## src/rtl/multicycle_sequencer_pkg.sv

```systemverilog
// Shared definitions for the multicycle sequencer: state encoding, opcode
// constants and the opcode-to-class decode used to pick the EXEC/MEM/WB path.
package multicycle_sequencer_pkg;

    typedef enum logic [2:0] {
        StFetch  = 3'd0,
        StDecode = 3'd1,
        StExec   = 3'd2,
        StMem    = 3'd3,
        StWb     = 3'd4
    } state_e;

    typedef enum logic [2:0] {
        ClsAlu,
        ClsJump,
        ClsLoad,
        ClsStore,
        ClsBranch,
        ClsIow,
        ClsIor
    } op_class_e;

    localparam logic [3:0] OpAdd  = 4'b0000;
    localparam logic [3:0] OpGrt  = 4'b0001;
    localparam logic [3:0] OpSub  = 4'b0010;
    localparam logic [3:0] OpEq   = 4'b0011;
    localparam logic [3:0] OpJalr = 4'b0100;
    localparam logic [3:0] OpLui  = 4'b0101;
    localparam logic [3:0] OpJal  = 4'b0110;
    localparam logic [3:0] OpAddi = 4'b1000;
    localparam logic [3:0] OpLw   = 4'b1001;
    localparam logic [3:0] OpSw   = 4'b1010;
    localparam logic [3:0] OpBne  = 4'b1011;
    localparam logic [3:0] OpWri  = 4'b1100;

    // Every code not listed explicitly is treated as an IO read.
    function automatic op_class_e op_class(input logic [3:0] op);
        op_class_e cls;
        case (op)
            OpAdd, OpGrt, OpSub, OpEq, OpAddi, OpLui: cls = ClsAlu;
            OpJalr, OpJal:                            cls = ClsJump;
            OpLw:                                     cls = ClsLoad;
            OpSw:                                     cls = ClsStore;
            OpBne:                                    cls = ClsBranch;
            OpWri:                                    cls = ClsIow;
            default:                                  cls = ClsIor;
        endcase
        return cls;
    endfunction

endpackage

```

## src/rtl/multicycle_sequencer.sv

```systemverilog
// Multicycle control FSM: steps each instruction through fetch, decode,
// execute, memory and writeback, issuing per-cycle write enables, memory
// strobes and PC update controls, and counts retired instructions.
//
// Ports:
//   clk, reset_n            clock, asynchronous active-low reset
//   op                      opcode from instruction register (latched in DECODE)
//   mem_ready               memory/IO access completes this cycle
//   alu_zero                ALU zero flag, used by bne in EXEC
//   IRWRITE, PCINC          instruction load and PC+1, pulsed on a completed fetch
//   PCWRITE, PCWRITECOND    unconditional / branch-taken PC load
//   MEMREAD, MEMWRITE, IOSEL memory strobes and IO-port select
//   REGWRITE                register-file write enable
//   STATE                   current state code, for debug
//   INSTRCOUNT              retired-instruction counter, wraps
module multicycle_sequencer
    import multicycle_sequencer_pkg::*;
#(
    parameter int unsigned COUNT_W = 16
) (
    input  logic               clk,
    input  logic               reset_n,
    input  logic [3:0]         op,
    input  logic               mem_ready,
    input  logic               alu_zero,
    output logic               IRWRITE,
    output logic               PCINC,
    output logic               PCWRITE,
    output logic               PCWRITECOND,
    output logic               MEMREAD,
    output logic               MEMWRITE,
    output logic               IOSEL,
    output logic               REGWRITE,
    output logic [2:0]         STATE,
    output logic [COUNT_W-1:0] INSTRCOUNT
);

    state_e             state_q, state_d;
    logic [3:0]         opq;
    logic [COUNT_W-1:0] count_q;
    op_class_e          cls;
    logic               retire;

    logic irwrite, pcinc, pcwrite, pcwritecond, memread, memwrite, iosel, regwrite;

    assign cls = op_class(opq);

    always_ff @(posedge clk or negedge reset_n) begin
        if (!reset_n) begin
            state_q <= StFetch;
            opq     <= 4'b0000;
            count_q <= '0;
        end else begin
            state_q <= state_d;
            if (state_q == StDecode) begin
                opq <= op;
            end
            if (retire) begin
                count_q <= count_q + COUNT_W'(1);
            end
        end
    end

    always_comb begin
        state_d     = state_q;
        irwrite     = 1'b0;
        pcinc       = 1'b0;
        pcwrite     = 1'b0;
        pcwritecond = 1'b0;
        memread     = 1'b0;
        memwrite    = 1'b0;
        iosel       = 1'b0;
        regwrite    = 1'b0;
        case (state_q)
            StFetch: begin
                memread = 1'b1;
                if (mem_ready) begin
                    irwrite = 1'b1;
                    pcinc   = 1'b1;
                    state_d = StDecode;
                end
            end
            StDecode: begin
                state_d = StExec;
            end
            StExec: begin
                if (cls == ClsBranch) begin
                    // bne is taken when the compare result is non-zero
                    pcwritecond = ~alu_zero;
                    state_d     = StFetch;
                end else if (cls == ClsAlu || cls == ClsJump) begin
                    state_d = StWb;
                end else begin
                    state_d = StMem;
                end
            end
            StMem: begin
                memread  = (cls == ClsLoad) || (cls == ClsIor);
                memwrite = (cls == ClsStore) || (cls == ClsIow);
                iosel    = (cls == ClsIor) || (cls == ClsIow);
                if (mem_ready) begin
                    state_d = memread ? StWb : StFetch;
                end
            end
            StWb: begin
                regwrite = 1'b1;
                pcwrite  = (cls == ClsJump);
                state_d  = StFetch;
            end
            default: begin
                state_d = StFetch;
            end
        endcase
    end

    // An instruction retires on the edge that returns the FSM to FETCH.
    assign retire = (state_d == StFetch) &&
                    (state_q == StExec || state_q == StMem || state_q == StWb);

    // Outputs are forced low while reset is held so nothing leaks mid-abort.
    assign IRWRITE     = reset_n & irwrite;
    assign PCINC       = reset_n & pcinc;
    assign PCWRITE     = reset_n & pcwrite;
    assign PCWRITECOND = reset_n & pcwritecond;
    assign MEMREAD     = reset_n & memread;
    assign MEMWRITE    = reset_n & memwrite;
    assign IOSEL       = reset_n & iosel;
    assign REGWRITE    = reset_n & regwrite;
    assign STATE       = reset_n ? state_q : 3'd0;
    assign INSTRCOUNT  = count_q;

endmodule

```

## config.mk

```make
export PLATFORM = sky130hd
export DESIGN_NAME = multicycle_sequencer
export DESIGN_NICKNAME = d
export VERILOG_FILES = /design/src/rtl/multicycle_sequencer_pkg.sv /design/src/rtl/multicycle_sequencer.sv
export SDC_FILE = /design/constraint.sdc
export NUM_CORES = 1
export LEC_CHECK = 0
export ABC_CLOCK_PERIOD_IN_PS = 5300
export BUFFER_PORTS_ARGS = -buffer_cell sky130_fd_sc_hd__buf_2
export CELL_PAD_IN_SITES_DETAIL_PLACEMENT = 1
export CELL_PAD_IN_SITES_GLOBAL_PLACEMENT = 1
export CORE_MARGIN = 3
export CORE_UTILIZATION = 43
export CTS_CLUSTER_DIAMETER = 100
export DETAILED_ROUTE_END_ITERATION = 10
export PLACE_DENSITY = 0.89
export SLEW_MARGIN = 25
export SYNTH_ARGS = -nofsm -noshare
export SYNTH_HDL_FRONTEND = slang
export SYNTH_SLANG_ARGS = --single-unit
export TNS_END_PERCENT = 5
```

## constraint.sdc

```tcl
create_clock -name clk -period 5.3 [get_ports clk]
set_clock_uncertainty 0.1 [all_clocks]
set_input_delay 1.06 -clock clk [delete_from_list [all_inputs] [get_ports clk]]
set_output_delay 1.06 -clock clk [all_outputs]
set_load 0.01 [all_outputs]
```

Yosys cells after proc, flatten, opt, wreduce, memory -nomap -nowiden
Memory sizes are Yosys's and may differ from the RTL's.
Index checks and enable logic that the tools add are counted.
{ "totals": {"ff_bits": 23, "out_inout_bits": 27, "mem_count": 1, "wordCells": 49, "inputBits": 8, "romBits": 48} }
{ "op_classes": {"n_mux": 16, "eq_ne": 10, "addsub": 1, "n_reduce_logical": 10, "bitwise_logic": 8} }
{ "mem_list": {"columns": ["memory", "words", "word_bits", "read_ports", "rd_ports_with_merged_regs", "wr", "line", "text"], "rows": [
  ["(name not given)", 16, 3, 1, 0, 0, "multicycle_sequencer_pkg.sv:39", "case (op)"]
]} }
{ "op_table": {"columns": ["cell", "n"], "rows": [
  ["$mux W3", 6],
  ["$add A16 B1 Y16 const B", 1],
  ["$eq A3 B2 Y1 const B", 4],
  ["$eq A3 B3 Y1 const B", 4],
  ["$pmux W3 S4", 1],
  ["$logic_not A3 Y1", 3],
  ["$mux W1", 8],
  ["$and A1 B1 Y1", 7],
  ["$eq A3 B1 Y1 const B", 2],
  ["$logic_or A1 B1 Y1", 6],
  ["$pmux W1 S2", 1],
  ["$logic_and A1 B1 Y1", 1],
  ["$not A1 Y1", 1]
]} }

Longest topological paths before layout
An unclocked memory read counts as a cell.
{ "logic_depth": {"ltp_word": 8, "mapped_depth": 8, "ltp_nobuf": 8} }

Worst setup path after synthesis
Ideal clock, no wire load.
{ "synth_path": {"kind": "input -> output", "startpoint": "in reset_n", "endpoint": "out MEMWRITE", "path_slack_ns": 2.273, "stages": 3, "required_time_ns": 4.140, "arrival_time_ns": 1.867, "path_buffers": 0, "path_cell_list": "nand2b_1 -> or2_2 -> nor4b_1"} }
{ "synth_between": {"elab_chain_len": 1} }
{ "synth_rtl": {"columns": ["item", "line", "text"], "rows": [
  ["start, declared", "multicycle_sequencer.sv:22", "input logic reset_n,"],
  ["$and A1 B1 Y1", "multicycle_sequencer.sv:126", "assign MEMWRITE = reset_n & memwrite;"],
  ["end, declared", "multicycle_sequencer.sv:31", "output logic MEMWRITE,"]
]} }
No other way between the ends.

Final worst setup path
Ends and elaborated chain as after synthesis.

==> impl_metrics.csv <==
group,metric,value,unit
outcome,outcome,"completed",
worst_hold_path,hold_path.class,"reg2reg",
clock_network,cts_tree,"done",
clock_network,numCtsBuffers,3,
synthesis,synth_top_area_share,41.3,%
synthesis,synthTopCellsByCount,"dfrtp_1 (23), nand2_1 (11), nor2_1 (11)",
cells_and_area,fin_nets,187,
worst_setup_path,crit_type,"in2out",
worst_setup_path,crit_fanout,27,
clock_network,cts_resized,0,
global_route,grt_antenna_before_repair,0,
synthesis,syn_area,0.00139,mm²
global_route,grt_pass1_wl,5570,µm
cells_and_area,drive_gt1_share,29.5,%
cells_and_area,area_growth,16.3,%
clock_network,cts_setup_buffers,0,
die,rows,20,
synthesis,synthTopCellsByArea,"dfrtp_1 (41%), xor2_1 (6.3%), ha_1 (4.5%), xnor2_1 (3.1%), nand2_1 (3.0%)",
die,core_area,0.00308,mm²
clock_network,htreeDepth,1,
job,maxCapViolations,0,
global_route,grt_max_degree,28,
detailed_routing,first_pass_iters,4,
clock_network,clk_pin_slew_worst_paths,0.12,ns
synthesis,synth_area_per_cell,10.0,µm²
worst_setup_path,crit_chain,"buf_2 -> nand2b_1 -> or2_2 -> nor4b_1 -> buf_2",
detailed_routing,top_layer_used,"met4",
worst_setup_path,start_kind,"primary input",
worst_setup_path,cp_slowest_cell,"buf_2",
clock_network,clock_latency,0.31,ns
synthesis,yosysMostFrequentCell,"dfrtp_1",
detailed_routing,wl_met2,1590,µm
sta,timing.fmax,276,MHz
global_route,gr-total-overflow,0,
die,initial_utilization,45.3,%
detailed_routing,vias_per_cell,5.39,
synthesis,synth_edf_count,0,
cells_and_area,design_area,0.00162,mm²
sta,finalSetupTns,0,ns
worst_setup_path,slowest_delay,0.44,ns
cells_and_area,fin_cells,217,
synthesis,syn-num-nets,152,
sta,tightest_slew,0.754,ns
worst_setup_path,cpLargestDelayFamily,"simple AND/OR/NAND/NOR gates",
detailed_routing,routed-wl-met3,170,µm
detailed_routing,drtIter0Drc,48,
global_route,grt_pass1_vias,1135,
synthesis,synth_top_area_cell,"dfrtp_1",
synthesis,synth-seq-cells,23,
clock_network,cts_sinks,23,
place,place_area,0.00160,mm²
place,numPortBuffers,34,
power_and_ir_drop,peakVddDrop,0.206,mV
global_route,track_usage,17.6,%
synthesis,ys.flop_type,"dfrtp_1",
synthesis,ys_warn_count,0,
sta,fin_ws,1.68,ns
sta,post-route-period-util,68.2,%
die,die_width,62.9,µm
detailed_routing,drc,0,
sta,layout_min_cycle_time,3.62,ns
die,die_h,62.9,µm
sta,timing_hold_violations_final,0,
detailed_routing,routed_wl,3300,µm
place,dpl.cell_count,213,
detailed_routing,wire_per_inst,15.2,µm
sta,finalSetupViolCount,0,
worst_setup_path,arrival,2.46,ns
power_and_ir_drop,p_per_area,487,mW/mm²
cells_and_area,diodes,0,
die,ios,35,
worst_setup_path,cp_common_cell,"buf_2",
synthesis,ys_types,42,
power_and_ir_drop,power_leakage,0.820,nW
synthesis,async_reset_ff_share,100,%
worst_setup_path,critical_path.endpoint_type,"primary output",
detailed_routing,met1Wirelength,1510,µm
synthesis,ys_seq_area_share,41.3,%
worst_setup_path,cp.buffers_inverters,2,
sta,slew_headroom,49.6,%
die,design.die.area,0.00396,mm²
place,place_hpwl,2470,µm
clock_network,cts_root_buf,"clkbuf_4",
clock_network,cts.path.max_buffers,2,
sta,slew_viol_final,0,
place,gp_congestion,0.812,
synthesis,synthCells,139,
sta,holdWs,0.391,ns
clock_network,hold_buffers,0,
sta,grt_setup_unrepaired,"no",
detailed_routing,ant_nets,0,
detailed_routing,vias,1170,
place,post-place-ws,1.63,ns
worst_setup_path,worstPathRequired,4.14,ns
[per-layer routing]
metal | GRT usage [%] | vias up
met5 | 0 | -
met4 | 5.23 | 0
met1 | 23.1 | 567
li1 | - | 567
met2 | 28.7 | 32
met3 | 3.96 | 4
[area by class of cell]
class | count | area [µm²]
Multi-Input combinational cell | 110 | 787
Timing Repair Buffer | 34 | 170
Fill cell | 383 | 1460
Clock buffer | 4 | 26.3
Sequential cell | 23 | 576
Inverter | 2 | 7.51
Tap cell | 44 | 55.1
[kinds of logic (layout without fill, tap and decap cells)]
group	count (synthesis)	count (layout)	synth area share (%)
muxes	3	3	2.42
and+or+nand+nor	72	72	31.0
xor gates and xnor gates	16	16	10.6
adders and majority gates	5	5	4.49
DFF	23	23	41.3
buffers and inverters	6	40	2.24
AOI/OAI and AO/OA	14	14	7.99
[state kept, by name, summed over array words and instances, names as in the netlist]
name and cells:
INSTRCOUNT 16, opq 4, state_q 3
[where the power goes]
part | total (mW) | leakage [nW] | switching [mW] | internal (mW)
clock | 0.0823 | 0.0150 | 0.0529 | 0.0295
sequential | 0.294 | 0.302 | 0.0729 | 0.221
combinational | 0.414 | 0.503 | 0.240 | 0.174
total | 0.790 | 0.820 | 0.365 | 0.425
[worst paths after layout]
check,start,endpoint,slack (ns),cells after the start
max,reset_n,MEMWRITE,1.68,5
min,INSTRCOUNT[15]$_DFFE_PN0P_,INSTRCOUNT[15]$_DFFE_PN0P_,0.39,1
max reg2reg,opq[0]$_DFFE_PN0P_,INSTRCOUNT[5]$_DFFE_PN0P_,2.73,8
min reg2reg,INSTRCOUNT[15]$_DFFE_PN0P_,INSTRCOUNT[15]$_DFFE_PN0P_,0.39,1
max in group asynchronous,reset_n,opq[2]$_DFFE_PN0P_,4.13,1
min in group asynchronous,reset_n,INSTRCOUNT[13]$_DFFE_PN0P_,0.61,1
[cell usage in the layout, fill, tap and decap left out, types with 2 or more instances in the layout]
cell / synthesis / routed
mux2_2: 3 / 3
ha_1: 5 / 5
nor4b_1: 3 / 3
nand4_1: 5 / 5
nor3_1: 6 / 6
inv_1: 2 / 2
a21oi_1: 2 / 2
nand2_1: 11 / 11
nand2b_1: 2 / 2
or2_2: 2 / 2
xor2_1: 10 / 10
and2_1: 5 / 5
buf_2: 1 / 34
dfrtp_1: 23 / 23
nand3_1: 8 / 8
xnor2_1: 5 / 5
and3b_1: 4 / 4
nor4_1: 4 / 4
nor2_1: 11 / 11
clkbuf_4: 0 / 3
o21ai_0: 4 / 4
[through the flow]
| stage | utilization (%) | total power, mW |
|---|---|---|
| after floorplan | - | 0.595 |
| after global placement | 51.8 | 0.685 |
| after detailed placement | 51.8 | 0.711 |
| after CTS | 52.7 | 0.793 |
| after global routing | 52.7 | 0.856 |
| final | 52.7 | 0.790 |
(Power assumes the default switching activity.)
